===== src/rtl/a09_io_pkg.sv =====
// Shared A09 I/O definitions: port FSM state encodings and default sizing
// constants used by the input port and its debouncer.
package a09_io_pkg;

  typedef enum logic [0:0] {
    EMPTY = 1'b0,
    FULL  = 1'b1
  } in_state_e;

  localparam int DEFAULT_DATA_WIDTH      = 16;
  localparam int DEFAULT_IN_WIDTH        = 8;
  localparam int DEFAULT_SYNC_STAGES     = 2;
  localparam int DEFAULT_DEBOUNCE_CYCLES = 16;

  // Width of a counter that must reach cycles-1 without wrapping.
  function automatic int debounce_cnt_width(input int cycles);
    return (cycles > 2) ? $clog2(cycles) : 1;
  endfunction

endpackage


===== src/rtl/in_port_debounce.sv =====
// Button conditioner: synchronizer chain, debounce counter, stable level
// and a registered rising-edge pulse. Reusable for any push-button input.
module debounce
  import a09_io_pkg::*;
#(
  parameter int SyncStages     = DEFAULT_SYNC_STAGES,
  parameter int DebounceCycles = DEFAULT_DEBOUNCE_CYCLES
) (
  input  logic Clk,
  input  logic Reset,
  input  logic raw,
  output logic stable,
  output logic rise
);

  localparam int CntWidth = debounce_cnt_width(DebounceCycles);
  localparam logic [CntWidth-1:0] CntMax = CntWidth'(DebounceCycles - 1);

  logic [SyncStages-1:0] sync_r;
  logic                  synced_s;
  logic [CntWidth-1:0]   cnt_r;
  logic                  stable_r;
  logic                  stable_prev_r;
  logic                  rise_r;

  assign synced_s = sync_r[SyncStages-1];

  // Synchronizer chain: the raw pin feeds the first flop directly.
  always_ff @(posedge Clk) begin
    if (!Reset) begin
      sync_r <= '0;
    end else begin
      sync_r <= {sync_r[SyncStages-2:0], raw};
    end
  end

  // Debounce: a differing level must persist DebounceCycles samples to flip stable.
  always_ff @(posedge Clk) begin
    if (!Reset) begin
      cnt_r    <= '0;
      stable_r <= 1'b0;
    end else if (synced_s == stable_r) begin
      cnt_r    <= '0;
      stable_r <= stable_r;
    end else if (cnt_r == CntMax) begin
      cnt_r    <= '0;
      stable_r <= ~stable_r;
    end else begin
      cnt_r    <= cnt_r + {{(CntWidth-1){1'b0}}, 1'b1};
      stable_r <= stable_r;
    end
  end

  // Registered rise pulse, one edge after stable goes high.
  always_ff @(posedge Clk) begin
    if (!Reset) begin
      stable_prev_r <= 1'b0;
      rise_r        <= 1'b0;
    end else begin
      stable_prev_r <= stable_r;
      rise_r        <= stable_r & ~stable_prev_r;
    end
  end

  assign stable = stable_r;
  assign rise   = rise_r;

endmodule


===== src/rtl/in_port.sv =====
// A09 debounced input port: latches synchronized switch pins on each strobe
// press and holds them under a Ready/Ack handshake. IN_PORT_OVERRUN_EN enables
// the sticky Overrun flag; otherwise Overrun is tied low.
module in_port
  import a09_io_pkg::*;
#(
  parameter int DataWidth      = DEFAULT_DATA_WIDTH,
  parameter int InWidth        = DEFAULT_IN_WIDTH,
  parameter int SyncStages     = DEFAULT_SYNC_STAGES,
  parameter int DebounceCycles = DEFAULT_DEBOUNCE_CYCLES
) (
  input  logic                 Clk,
  input  logic                 Reset,
  input  logic [InWidth-1:0]   PinsIn,
  input  logic                 Strobe,
  input  logic                 Ack,
  output logic [DataWidth-1:0] InReg,
  output logic                 Ready,
  output logic                 Overrun
);

  logic [InWidth-1:0]   pins_sync_r [SyncStages];
  logic [InWidth-1:0]   pins_s;
  logic                 strobe_stable_s;
  logic                 strobe_rise_s;
  logic                 press_s;
  in_state_e            state_r;
  in_state_e            state_nxt_s;
  logic [DataWidth-1:0] in_reg_r;
  logic [DataWidth-1:0] in_reg_nxt_s;
  logic                 overrun_nxt_s;

  // Switch pin synchronizer chain; no logic ahead of the first stage.
  always_ff @(posedge Clk) begin
    if (!Reset) begin
      for (int i = 0; i < SyncStages; i++) begin
        pins_sync_r[i] <= '0;
      end
    end else begin
      pins_sync_r[0] <= PinsIn;
      for (int i = 1; i < SyncStages; i++) begin
        pins_sync_r[i] <= pins_sync_r[i-1];
      end
    end
  end

  assign pins_s = pins_sync_r[SyncStages-1];

  debounce #(
    .SyncStages     (SyncStages),
    .DebounceCycles (DebounceCycles)
  ) u_strobe_db (
    .Clk    (Clk),
    .Reset  (Reset),
    .raw    (Strobe),
    .stable (strobe_stable_s),
    .rise   (strobe_rise_s)
  );

  // A rise pulse always coincides with a high level; qualifying keeps both outputs meaningful.
  assign press_s = strobe_rise_s & strobe_stable_s;

  // FSM state register.
  always_ff @(posedge Clk) begin
    if (!Reset) begin
      state_r <= EMPTY;
    end else begin
      state_r <= state_nxt_s;
    end
  end

  // Next-state logic.
  always_comb begin
    state_nxt_s = state_r;
    case (state_r)
      EMPTY: begin
        if (press_s) begin
          state_nxt_s = FULL;
        end else begin
          state_nxt_s = EMPTY;
        end
      end
      FULL: begin
        if (Ack && !press_s) begin
          state_nxt_s = EMPTY;
        end else begin
          state_nxt_s = FULL;
        end
      end
      default: begin
        state_nxt_s = EMPTY;
      end
    endcase
  end

  // Output next-value logic for the data register and overrun flag.
  always_comb begin
    in_reg_nxt_s  = in_reg_r;
    overrun_nxt_s = Overrun;
    case (state_r)
      EMPTY: begin
        if (press_s) begin
          in_reg_nxt_s = DataWidth'(pins_s);
        end else begin
          in_reg_nxt_s = in_reg_r;
        end
        if (Ack) begin
          overrun_nxt_s = 1'b0;
        end else begin
          overrun_nxt_s = Overrun;
        end
      end
      FULL: begin
        if (press_s && Ack) begin
          in_reg_nxt_s = DataWidth'(pins_s);
        end else if (press_s) begin
          overrun_nxt_s = 1'b1;
        end else if (Ack) begin
          overrun_nxt_s = 1'b0;
        end else begin
          in_reg_nxt_s = in_reg_r;
        end
      end
      default: begin
        in_reg_nxt_s  = '0;
        overrun_nxt_s = 1'b0;
      end
    endcase
  end

  // Data register; Ready comes straight from the state flop so Ack has no combinational path to it.
  always_ff @(posedge Clk) begin
    if (!Reset) begin
      in_reg_r <= '0;
    end else begin
      in_reg_r <= in_reg_nxt_s;
    end
  end

`ifdef IN_PORT_OVERRUN_EN
  logic overrun_r;

  // Sticky overrun flag.
  always_ff @(posedge Clk) begin
    if (!Reset) begin
      overrun_r <= 1'b0;
    end else begin
      overrun_r <= overrun_nxt_s;
    end
  end

  assign Overrun = overrun_r;
`else
  logic overrun_unused_s;
  assign overrun_unused_s = overrun_nxt_s;
  assign Overrun          = 1'b0;
`endif

  assign InReg = in_reg_r;
  assign Ready = (state_r == FULL);

endmodule


===== config.mk =====
export PLATFORM = sky130hd
export DESIGN_NAME = in_port
export DESIGN_NICKNAME = d
export VERILOG_FILES = /design/src/rtl/a09_io_pkg.sv /design/src/rtl/in_port_debounce.sv /design/src/rtl/in_port.sv
export SDC_FILE = /design/constraint.sdc
export NUM_CORES = 1
export LEC_CHECK = 0
export BUFFER_PORTS_ARGS = -buffer_cell sky130_fd_sc_hd__buf_2
export CORE_MARGIN = 1.5
export CORE_UTILIZATION = 48
export CTS_BUF_LIST = sky130_fd_sc_hd__clkbuf_8
export DETAILED_ROUTE_END_ITERATION = 16
export GPL_TIMING_DRIVEN = 1
export PLACE_DENSITY = 0.73
export REMOVE_ABC_BUFFERS = 1
export SLEW_MARGIN = 10
export SYNTH_ARGS = -nofsm -noshare
export SYNTH_HDL_FRONTEND = slang
export SYNTH_SLANG_ARGS = --single-unit

===== constraint.sdc =====
create_clock -name Clk -period 0.9 [get_ports Clk]
set_input_delay 0.18 -clock Clk [delete_from_list [all_inputs] [get_ports Clk]]
set_output_delay 0.18 -clock Clk [all_outputs]
set_load 0.01 [all_outputs]

Yosys cells after proc, flatten, opt, wreduce, memory -nomap -nowiden
Memories as Yosys holds them, arrays and structs flattened.
Index checks and enable logic that the tools add are counted.
- register bits: 26
- RAM bits: 16
- bits of input ports: 12
- memories kept: 1
- memories (name ; words ; bits a word ; rd ports ; clocked after Yosys merged registers in ; write ports ; RTL line ; RTL):
    pins_sync_r ; 2 ; 8 ; 2 ; 0 ; 2 ; in_port.sv:22 ; logic [InWidth-1:0] pins_sync_r [SyncStages];
- add/subtract/negate cells: 1
- equal/unequal tests: 4
- muxes and demuxes: 10
- bitwise logic cells: 9
- reduce and logical (&&, ||, !) cells: 6
- operators with widths (kind ; count):
    16-bit 2-to-1 mux ; 2
    16-bit case mux with 2 select lines ; 1
    8-bit 2-to-1 mux ; 2
    1-bit NOT ; 5
    4-bit by 1-bit adder with 4-bit output (second input constant) ; 1
    4-bit equality test (second input constant) ; 1
    1-bit 2-to-1 mux ; 4
    2-bit AND reduction ; 2
    3-bit OR reduction ; 1
    1-bit bitwise AND ; 2
    1-bit logical AND ; 2
    2-bit by 1-bit != test with 1-bit output (second input constant) ; 1
    2-bit != test (second input constant) ; 1
    1-bit bitwise OR ; 2
    1-bit case mux with 2 select lines ; 1
    1-bit equality test ; 1
    1-bit logical NOT ; 1

Logic depth before layout (Yosys ltp)
- depth in word-level cells: 5
- gate-level depth with buffers: 4

Cells and area by module
A second synthesis with hierarchy kept.
- cell total of the unflattened synthesis: 110
- area, all modules: 1182.4 um2
- by module, submodules not included (module ; times used ; cells each ; area an instance (um2) ; sequential area each (um2)):
    in_port ; 1 ; 83 ; 883.3 ; 500.5
    debounce ; 1 ; 27 ; 299.0 ; 180.2

Least setup slack after synthesis
Ideal clock, no wire load.
- kind: register to register
- start point: register u_strobe_db.cnt_r[0]
- end point: register u_strobe_db.stable_r, in the netlist u_strobe_db.stable
- setup time: 0.116 ns
- arrival: 0.846 ns
- slack: -0.062 ns
- stages on the path, launching flop included: 5
- clock period less this slack: 0.962 ns
- cells stage by stage: dfxtp_1 ha_1 nand3_1 mux2i_1 nor2b_1
- longest elaborated chain between the ends: 2
- ends and longest elaborated chain (item ; RTL line ; RTL):
    from (decl) ; in_port_debounce.sv:21 ; logic [CntWidth-1:0] cnt_r;
    from (signal assigned) ; in_port_debounce.sv:49 ; cnt_r <= cnt_r + {{(CntWidth-1){1'b0}}, 1'b1};
    4-bit equality test ; in_port_debounce.sv:45 ; end else if (cnt_r == CntMax) begin
    2-bit AND reduction (no source line) ; n/a ;
    to (signal assigned) ; in_port_debounce.sv:44 ; stable_r <= stable_r;
    to (signal assigned) ; in_port_debounce.sv:47 ; stable_r <= ~stable_r;
    to (signal assigned) ; in_port_debounce.sv:50 ; stable_r <= stable_r;
    to (decl) ; in_port_debounce.sv:22 ; logic stable_r;
Every way passes these cells.
A chain may end at the register's enable or synchronous reset.

Final worst setup path
- start point: register u_strobe_db.stable_r, in the netlist u_strobe_db.stable
- end point: register u_strobe_db.cnt_r[3]
- longest elaborated chain between the ends: 2
- ends and longest elaborated chain (item ; RTL line ; RTL):
    1-bit equality test ; in_port_debounce.sv:42 ; end else if (synced_s == stable_r) begin
    3-bit OR reduction (no source line) ; n/a ;
Every way passes these cells.

==> summary.txt <==
Route
  • Routed wire per std cell: 11.28 um
  • Met1 WL: 712 um
  • Routed wl met2: 1044 um
  • Iteration-0 DRC Markers: 5
  • Antenna viol nets, final: 0
  • Drc violations: 0
  • DRT Pass-1 Iters: 4
  • Post-DR vias/cell: 4.759
  • Metal3 WL: 107 um
  • DR top layer: met4
  • Total wire length: 1873 um
  • Via count: 790

Die
  • Starting Density: 52.22%
  • Total Die Area: 2759 um2
  • I/O Pins: 30
  • Core area: 2255 um2
  • Die Span Y: 52.53 um
  • Die Wd: 52.53 um
  • Site row count: 17

Critical path
  • Largest stage delay on the critical path: 340 ps
  • Worst setup EP type: flip-flop
  • Critical-path top delay cell: dfxtp_2
  • CP cell instances: buf_6 -> xor2_2 -> nand3_2 -> nor2_2
  • Worst reg2reg setup slack: -70 ps
  • CP delay by family, top: flip-flops
  • WP buf/inv: 1
  • CP max FO: 4
  • CP Launch Type: flip-flop
  • Required @ worst endpoint: 1110 ps
  • WS Path Type: flip-flop to flip-flop
  • Critical path arrival: 1180 ps

Power
  • Max IR drop VDD: 1.340 mV
  • Power Dens Cells: 1779 nW/um2
  • Leak: 0.6345 nW

Clock network
  • Root buf cell: clkbuf_8
  • Clock Latency Late Sink: 270 ps
  • Clk sinks: 34
  • H-Tree Depth: 2
  • CTS Buffer Depth: 2
  • Post-CTS setup buffers: 0
  • Reg clk slew, reported paths: 60 ps
  • CTS tree: yes
  • CTS Hold Buffers Added: 0
  • TritonCTS buffer count: 5

Finish
  • # nets final: 151
  • P&R area growth vs syn: 25.51%
  • Antenna cells: 0
  • Post-Layout Cell Count: 166
  • Share of cells above drive strength 1: 37.68%

Timing
  • Final-report hold violation count: 0
  • Hold slack: 108.2 ps
  • Clock skew: 3.317 ps
  • Period Utilization, post-route: 107.6%
  • Max-slew violations: 0
  • RSZ-0062 raised after global routing: true
  • Setup ws final: -68.37 ps
  • Final setup viols: 6
  • Min Tclk post-route: 968.4 ps
  • FMAX: 1033 MHz

Synth
  • Gate Count Post-Synth: 112
  • Seq/Total Area, Yosys: 57.81%
  • Avg Inst Size Synth: 10.51 um2
  • Mapped Area: 1177 um2
  • Yosys reg bits: 34
  • Synth cell types: 22
  • Synth warn: 0

GRT
  • First-pass GRT wire length: 3015 um
  • Total track usage: 16.02%
  • Pin count of the biggest net entering global routing: 16
  • Gr ovfl total: 0
  • Number of global-route vias before repair: 698
  • Initial antenna violation count: 0

Worst hold path
  • Tightest Hold Check Type: input pin to flip-flop

Run status
  • Status: finished with violations
  • Failing checks: setup timing

Placement
  • PortBufs: 20
  • Placed cell count: 159
  • HPWL Detailed: 1201 um
  • Routability Congestion: 0.7060

Job
  • Max-cap violations: 0
worst paths after layout:
check                                       startpoint                               to  depth (start not counted)
hold / removal                               PinsIn[3]     pins_sync_r[0][3]$_SDFF_PN0_                          2
setup / recovery       u_strobe_db.stable$_SDFFE_PN0P_  u_strobe_db.cnt_r[3]$_SDFF_PP0_                          4
hold reg to reg   u_strobe_db.stable_prev_r$_SDFF_PN0_      u_strobe_db.rise$_SDFF_PN0_                          1
setup reg to reg       u_strobe_db.stable$_SDFFE_PN0P_  u_strobe_db.cnt_r[3]$_SDFF_PP0_                          4
repair_timing:
| item | CTS | global route |
|---|---|---|
| endpoints found under the setup margin | 21 | 22 |
| endpoints found under the hold margin | 0 | 0 |
| resized for setup | 29 | 14 |
| pin swaps | 4 | 4 |
layer usage:
| metal | up-vias | GRT usage, % |
|---|---|---|
| met5 | - | 0 |
| met4 | 0 | 6.410 |
| met3 | 2 | 6.857 |
| met2 | 33 | 27.92 |
| met1 | 359 | 16.79 |
| li1 | 396 | - |
registers in the layout, summed over array words and instances (netlist names):
| register | count |
|---|---|
| InReg | 8 |
| Ready | 1 |
| pins_sync_r | 16 |
| u_strobe_db.cnt_r | 4 |
| u_strobe_db.rise | 1 |
| u_strobe_db.stable | 1 |
| u_strobe_db.stable_prev_r | 1 |
| u_strobe_db.sync_r | 2 |
Yosys cell counts:
master	n	area share, %
o21ai_0	8	3.4
and2_1	19	10
and3_1	1	0.53
dfxtp_1	34	58
nand2_1	1	0.32
a21boi_1	8	5.1
xor2_1	3	2.2
ha_1	1	1.1
nor2b_1	2	1.1
and2_2	1	0.64
conb_1	1	0.32
and2b_1	1	0.64
clkbuf_8	1	1.2
buf_4	9	5.7
clkbuf_1	3	0.96
nand3_1	11	4.7
a21boi_0	1	0.64
nor2_1	3	0.96
nand2b_1	1	0.53
inv_1	1	0.32
mux2i_1	1	0.85
buf_6	1	0.96
kinds of logic (layout without fill, tap and decap cells):
logic type / count (synthesis) / in the layout / share of synthesized area (%)
compound gates: 17 / 17 / 9.140
xor+xnor: 3 / 3 / 2.232
fa+ha+maj: 1 / 1 / 1.063
buf+inv: 15 / 33 / 9.138
flops: 34 / 34 / 57.81
mux: 1 / 1 / 0.8502
other cells: 1 / 9 / 0.3185
simple gates: 40 / 40 / 19.45
where the power goes:
group | internal (W) | switching [W]
clock network | 0.000508 | 0.000463
logic | 0.0000541 | 0.0000494
registers | 0.00154 | 0.00000975
total | 0.00211 | 0.000522
area by class of cell:
class / instances / area (um2)
Clock buffer: 5 / 68.82
Tap cell: 28 / 35.03
Clock inverter: 2 / 7.507
Multi-Input combinational cell: 71 / 469.2
Timing Repair Buffer: 25 / 197.7
Sequential cell: 34 / 695.7
Inverter: 1 / 3.754
Fill cell: 182 / 777.0
placed cells by master (no fill, tap or decap), drive strengths merged, types with 2 or more instances in the layout:
cell	Yosys	layout
xor2	3	3
dfxtp	34	34
clkbuf	4	5
inv	1	3
nor2	3	3
and2	20	20
a21boi	9	9
conb	1	9
buf	10	25
o21ai	8	8
nand3	11	11
nor2b	2	2
through the flow:
step	instance area, um2	util, %	setup slack [ps]	total power (W)	TNS [ps]
4_1_cts	1423	63.10	-50.39	0.002648	-334.7
3_3_place_gp	1276	56.60	-70.37	0.001683	-591.6
6_report	1478	65.54	-68.37	0.002629	-242.0
2_1_floorplan	1104	-	-62.35	0.001634	-80.13
3_5_place_dp	1276	56.60	-104.0	0.001686	-1004
5_1_grt	1478	65.54	-120.4	0.002734	-798.7
worst register-to-register path, stage by stage (launching register included):
cell and delay [ps]:
dfxtp_2 340, buf_6 120, xor2_2 170, nand3_2 130, nor2_2 140
No activity file was read; power rests on OpenSTA's default activity.
